==> config.mk <==
export PLATFORM = sky130hd
export DESIGN_NAME = pipeline_sequencer
export DESIGN_NICKNAME = d
export VERILOG_FILES = /design/src/rtl/pipe_ctrl_pkg.sv /design/src/rtl/load_use_detect.sv /design/src/rtl/pipeline_sequencer.sv
export SDC_FILE = /design/constraint.sdc
export NUM_CORES = 1
export LEC_CHECK = 0
export ABC_AREA = 0
export BUFFER_PORTS_ARGS = -buffer_cell sky130_fd_sc_hd__buf_2
export CAP_MARGIN = 20
export CORE_MARGIN = 4
export CORE_UTILIZATION = 40
export CTS_CLUSTER_DIAMETER = 200
export DETAILED_ROUTE_END_ITERATION = 6
export PLACE_DENSITY = 0.74
export SYNTH_ARGS = -nofsm -noshare
export SYNTH_HDL_FRONTEND = slang
export SYNTH_SLANG_ARGS = --single-unit
==> constraint.sdc <==
create_clock -name clk -period 4.2 [get_ports clk]
set_input_delay 0.63 -clock clk [delete_from_list [all_inputs] [get_ports clk]]
set_output_delay 0.63 -clock clk [all_outputs]
set_load 0.01 [all_outputs]
==> src/rtl/pipe_ctrl_pkg.sv <==
// Shared definitions for the pipeline control slice: sequencer state encoding
// and register-file index constants used by hazard logic.
package pipe_ctrl_pkg;

    localparam int REG_W = 5;
    localparam logic [REG_W-1:0] REG_ZERO = 5'd0;

    typedef enum logic [1:0] {
        RUN   = 2'd0,
        STALL = 2'd1,
        DRAIN = 2'd2,
        HALT  = 2'd3
    } seq_state_t;

endpackage

==> src/rtl/load_use_detect.sv <==
// Load-use hazard detector: the EX instruction is a load whose destination is
// read by the instruction in ID. Register 0 is hardwired and never conflicts.
module load_use_detect
    import pipe_ctrl_pkg::*;
(
    input  logic [REG_W-1:0] ra,
    input  logic [REG_W-1:0] rb,
    input  logic             use_ra,
    input  logic             use_rb,
    input  logic [REG_W-1:0] ex_rd,
    input  logic             ex_load,
    input  logic             ex_rf_le,
    output logic             hazard
);

    logic rd_live;
    logic match_a;
    logic match_b;

    assign rd_live = ex_load & ex_rf_le & (ex_rd != REG_ZERO);
    assign match_a = use_ra & (ex_rd == ra);
    assign match_b = use_rb & (ex_rd == rb);
    assign hazard  = rd_live & (match_a | match_b);

endmodule

==> src/rtl/pipeline_sequencer.sv <==
// Stall/squash controller for the 5-stage pipeline: drives the front-end load
// enable and the NOP-injection select, and counts stall and squash events.
module pipeline_sequencer
    import pipe_ctrl_pkg::*;
#(
    parameter int STALL_CYCLES = 1,
    parameter int DRAIN_CYCLES = 3,
    parameter int CNT_W        = 16
) (
    input  logic             clk,
    input  logic             reset,
    input  logic [REG_W-1:0] ID_RA,
    input  logic [REG_W-1:0] ID_RB,
    input  logic             ID_USE_RA,
    input  logic             ID_USE_RB,
    input  logic [REG_W-1:0] EX_RD,
    input  logic             EX_L,
    input  logic             EX_RF_LE,
    input  logic             BR_TAKEN,
    input  logic             BR_NULLIFY,
    input  logic             HALT_REQ,
    output logic             LE,
    output logic             S,
    output logic             HALTED,
    output logic [CNT_W-1:0] STALL_CNT,
    output logic [CNT_W-1:0] NULL_CNT
);

    // One down-counter is shared by STALL and DRAIN; 8 bits covers any sane drain depth.
    localparam int SEQ_W = 8;

    seq_state_t       state_reg, state_next;
    logic [SEQ_W-1:0] seq_reg, seq_next;
    logic             hazard;
    logic             nullify;
    logic             le_core, s_core, halted_core;
    logic [1:0]       cnt_inc;
    logic [CNT_W-1:0] cnt_reg [2];

    load_use_detect u_detect (
        .ra       (ID_RA),
        .rb       (ID_RB),
        .use_ra   (ID_USE_RA),
        .use_rb   (ID_USE_RB),
        .ex_rd    (EX_RD),
        .ex_load  (EX_L),
        .ex_rf_le (EX_RF_LE),
        .hazard   (hazard)
    );

    assign nullify = BR_TAKEN & BR_NULLIFY;

    always_ff @(posedge clk or posedge reset) begin
        if (reset) begin
            state_reg <= RUN;
            seq_reg   <= '0;
        end else begin
            state_reg <= state_next;
            seq_reg   <= seq_next;
        end
    end

    always_comb begin
        state_next  = state_reg;
        seq_next    = seq_reg;
        le_core     = 1'b1;
        s_core      = 1'b0;
        halted_core = 1'b0;
        cnt_inc     = 2'b00;
        case (state_reg)
            RUN: begin
                // Halt outranks squash, which outranks stall.
                if (HALT_REQ) begin
                    le_core    = 1'b0;
                    s_core     = 1'b1;
                    state_next = DRAIN;
                    seq_next   = SEQ_W'(DRAIN_CYCLES);
                end else if (nullify) begin
                    s_core     = 1'b1;
                    cnt_inc[1] = 1'b1;
                end else if (hazard) begin
                    le_core    = 1'b0;
                    s_core     = 1'b1;
                    cnt_inc[0] = 1'b1;
                    if (STALL_CYCLES > 1) begin
                        state_next = STALL;
                        seq_next   = SEQ_W'(STALL_CYCLES - 1);
                    end
                end
            end
            STALL: begin
                le_core    = 1'b0;
                s_core     = 1'b1;
                cnt_inc[0] = 1'b1;
                seq_next   = seq_reg - SEQ_W'(1);
                if (seq_reg == SEQ_W'(1)) begin
                    state_next = RUN;
                end
            end
            DRAIN: begin
                le_core  = 1'b0;
                s_core   = 1'b1;
                seq_next = seq_reg - SEQ_W'(1);
                if (seq_reg == SEQ_W'(1)) begin
                    state_next = HALT;
                end
            end
            HALT: begin
                le_core     = 1'b0;
                s_core      = 1'b1;
                halted_core = 1'b1;
                if (!HALT_REQ) begin
                    state_next = RUN;
                end
            end
            default: begin
                state_next = RUN;
            end
        endcase
    end

    // Reset must freeze the front end immediately, not only after the next edge.
    assign LE     = le_core & ~reset;
    assign S      = s_core | reset;
    assign HALTED = halted_core & ~reset;

    // Index 0 counts load-use stall cycles, index 1 counts squashed delay slots.
    generate
        for (genvar gi = 0; gi < 2; gi++) begin : g_perf
            always_ff @(posedge clk or posedge reset) begin
                if (reset) begin
                    cnt_reg[gi] <= '0;
                end else if (cnt_inc[gi] && !(&cnt_reg[gi])) begin
                    cnt_reg[gi] <= cnt_reg[gi] + CNT_W'(1);
                end
            end
        end
    endgenerate

    assign STALL_CNT = cnt_reg[0];
    assign NULL_CNT  = cnt_reg[1];

endmodule
==> impl_metrics.py <==
metrics = {
    "cts": {
        "clk_pin_slew_ns": 0.08,
        "htreeDepth": 2,
        "cts_setup_buffers": 0,
        "clock_sinks": 42,
        "cts_buffers": 5,
        "ctsHoldBuffers": 0,
        "post_cts_resized": 0,
        "clock_path_buffers": 2,
        "cts_tree": "yes",
        "insertion_delay_ns": 0.30,
        "cts-root-buf": "clkbuf_8",
    },
    "timing": {
        "final_hold_viol_count": 0,
        "worstMarginPinSlew_ns": 0.558,
        "relSlewSlack": 0.628,
        "finalCritPeriodShare": 0.585,
        "setup_viol": 0,
        "rsz0062_at_grt": "no",
        "whs_ns": 0.469,
        "post-route-min-period_ns": 2.46,
        "fin_skew_ns": 0.00504,
        "drv_slew": 0,
        "timing.fmax_mhz": 407,
        "setup_tns_ns": 0,
    },
    "synth": {
        "synth.distinct_cells": 45,
        "synth_area_mm2": 0.00233,
        "synthArstFlopShare": 1.00,
        "avgSynthCellArea_um2": 10.5,
        "synth-main-ff-cell": "dfrtp_1",
        "ys_ff_latch": 42,
        "synthesis.nets": 254,
        "ys_warn_count": 0,
        "synth_top_area_share": 0.452,
        "yosys-top-cells-count": "dfrtp_1, nand2_1, xnor2_1",
        "yosysMostFrequentCell": "dfrtp_1",
        "synthCells": 221,
        "synth_seq_area_share": 0.452,
        "ys_top_cells_by_area": "dfrtp_1, xnor2_1, xor2_1",
        "yosysTopAreaCell": "dfrtp_1",
        "synth_edf_count": 0,
    },
    "routing": {
        "routed_wl_um": 4600,
        "ant_nets": 0,
        "drtIter0Drc": 41,
        "wl_per_cell_um": 12.9,
        "drc": 0,
        "via_per_inst": 5.11,
        "dr.pass1.iters": 4,
        "num_vias": 1819,
    },
    "worst_setup_path": {
        "worstPathRequired_ns": 3.57,
        "arrival_ns": 1.83,
        "criticalPathCategory": "in -> out",
        "endpoint_kind": "primary output",
        "cp_max_fo": 3,
        "start_kind": "primary input",
        "rrSetupSlack_ns": 2.00,
    },
    "floorplanning": {
        "rows": 27,
        "die_w_um": 84.3,
        "core_area_mm2": 0.00557,
        "pin_count": 59,
        "dieArea_mm2": 0.00710,
        "initial_core_util": 0.418,
        "die_h_um": 84.3,
    },
    "global_routing": {
        "grt_pass1_vias": 1747,
        "grt.busiest_layer": "met2",
        "grtUsageMet1": 0.165,
        "grt.total_usage": 0.134,
        "met3_usage": 0.0550,
        "grt_pass1_wl_um": 7710,
        "grt-ovfl-total": 0,
        "antenna_found_initial": 0,
        "use_met2": 0.212,
        "grt_max_degree": 43,
    },
    "final_layout": {
        "nets": 317,
        "fillers": 541,
        "antenna_cells": 0,
        "synthToLayoutAreaGrowth_pct": 20.5,
        "drive_gt1_frac": 0.285,
    },
    "power_and_ir_drop": {
        "ir_drop_v": 0.000242,
        "power.leakage_nw": 1.37,
        "power.density_mw_per_mm2": 474,
    },
    "outcome": {
        "status": "complete, no violations",
    },
    "placed_design": {
        "port_buffers": 58,
        "gp_congestion": 0.740,
        "dp_hpwl_um": 3550,
    },
    "flow_run": {
        "maxCapViolations": 0,
    },
    "min_path": {
        "hp-class": "in -> async",
    },
}
==> power by group <==
group	internal [W]	switching, W	total [W]
combinational	0.000193	0.000252	0.000445
clock	0.000190	0.000135	0.000325
sequential	0.000477	0.0000841	0.000561
total	0.000860	0.000471	0.00133
==> cell usage in the layout (no fill, tap or decap), types with 2 or more instances in the layout <==
cell type	n
a21oi_1	2
and3_1	3
and4_1	2
buf_2	58
clkbuf_8	6
dfrtp_1	42
ha_1	9
inv_1	9
nand2_1	24
nand2b_1	2
nand3_1	13
nand4_1	8
nor2_1	9
nor3_1	9
nor3b_1	2
nor4_1	3
nor4_2	6
nor4b_1	2
o21a_1	2
o21ai_0	5
o21ai_1	2
xnor2_1	24
xor2_1	19
==> metrics by stage <==
step | setup WS, ns | instances | total power (W) | cell area [um2] | utilization
2_1_floorplan | 1.99 | 221 | 0.000884 | 2330 | -
6_report | 1.74 | 356 | 0.00133 | 2810 | 0.503
5_1_grt | 1.70 | 356 | 0.00143 | 2810 | 0.503
3_3_place_gp | 1.68 | 349 | 0.00100 | 2690 | 0.483
4_1_cts | 1.74 | 356 | 0.00135 | 2810 | 0.503
3_5_place_dp | 1.62 | 349 | 0.00101 | 2690 | 0.483
==> metal layers <==
layer	wire, um	up-vias
li1	-	895
met1	2010	860
met2	2150	58
met3	385	6
met4	57	0
met5	0	-
==> cell families after synthesis <==
group           after synthesis  share of synthesized area
flops                        42                      0.452
simple gates                 93                      0.235
compound gates               20                     0.0677
fa+ha+maj                     9                     0.0484
buf+inv                      12                     0.0242
mux                           2                     0.0108
xor+xnor                     43                      0.162
==> layout make-up <==
cell class / count / area, um2 / share of cell area
multi-input combinational: 167 / 1220 / 0.435
tap: 72 / 90.1 / 0.0321
timing repair buffer: 59 / 298 / 0.106
inverter: 9 / 33.8 / 0.0120
clock buffer: 6 / 82.6 / 0.0294
clock inverter: 1 / 30.0 / 0.0107
sequential: 42 / 1050 / 0.375
==> final timing paths <==
check | start | to | cells after the start
worst min-delay path | reset | state_reg[1]$_DFFE_PP0P_ | 3
worst max register to register | state_reg[0]$_DFFE_PP0P_ | STALL_CNT[4]$_DFFE_PP0P_ | 7
max in group asynchronous | reset | NULL_CNT[11]$_DFFE_PP0P_ | 3
min in group clk | NULL_CNT[15]$_DFFE_PP0P_ | NULL_CNT[15]$_DFFE_PP0P_ | 1
worst min register to register | NULL_CNT[15]$_DFFE_PP0P_ | NULL_CNT[15]$_DFFE_PP0P_ | 1
worst max-delay path | EX_RD[1] | LE | 6
==> critical path, stage by stage <==
cell and delay, ns:
buf_2 0.12, or3_1 0.37, o311a_1 0.36, nand3_1 0.10, and2_1 0.12, buf_2 0.13
(Power assumes the default switching activity.)
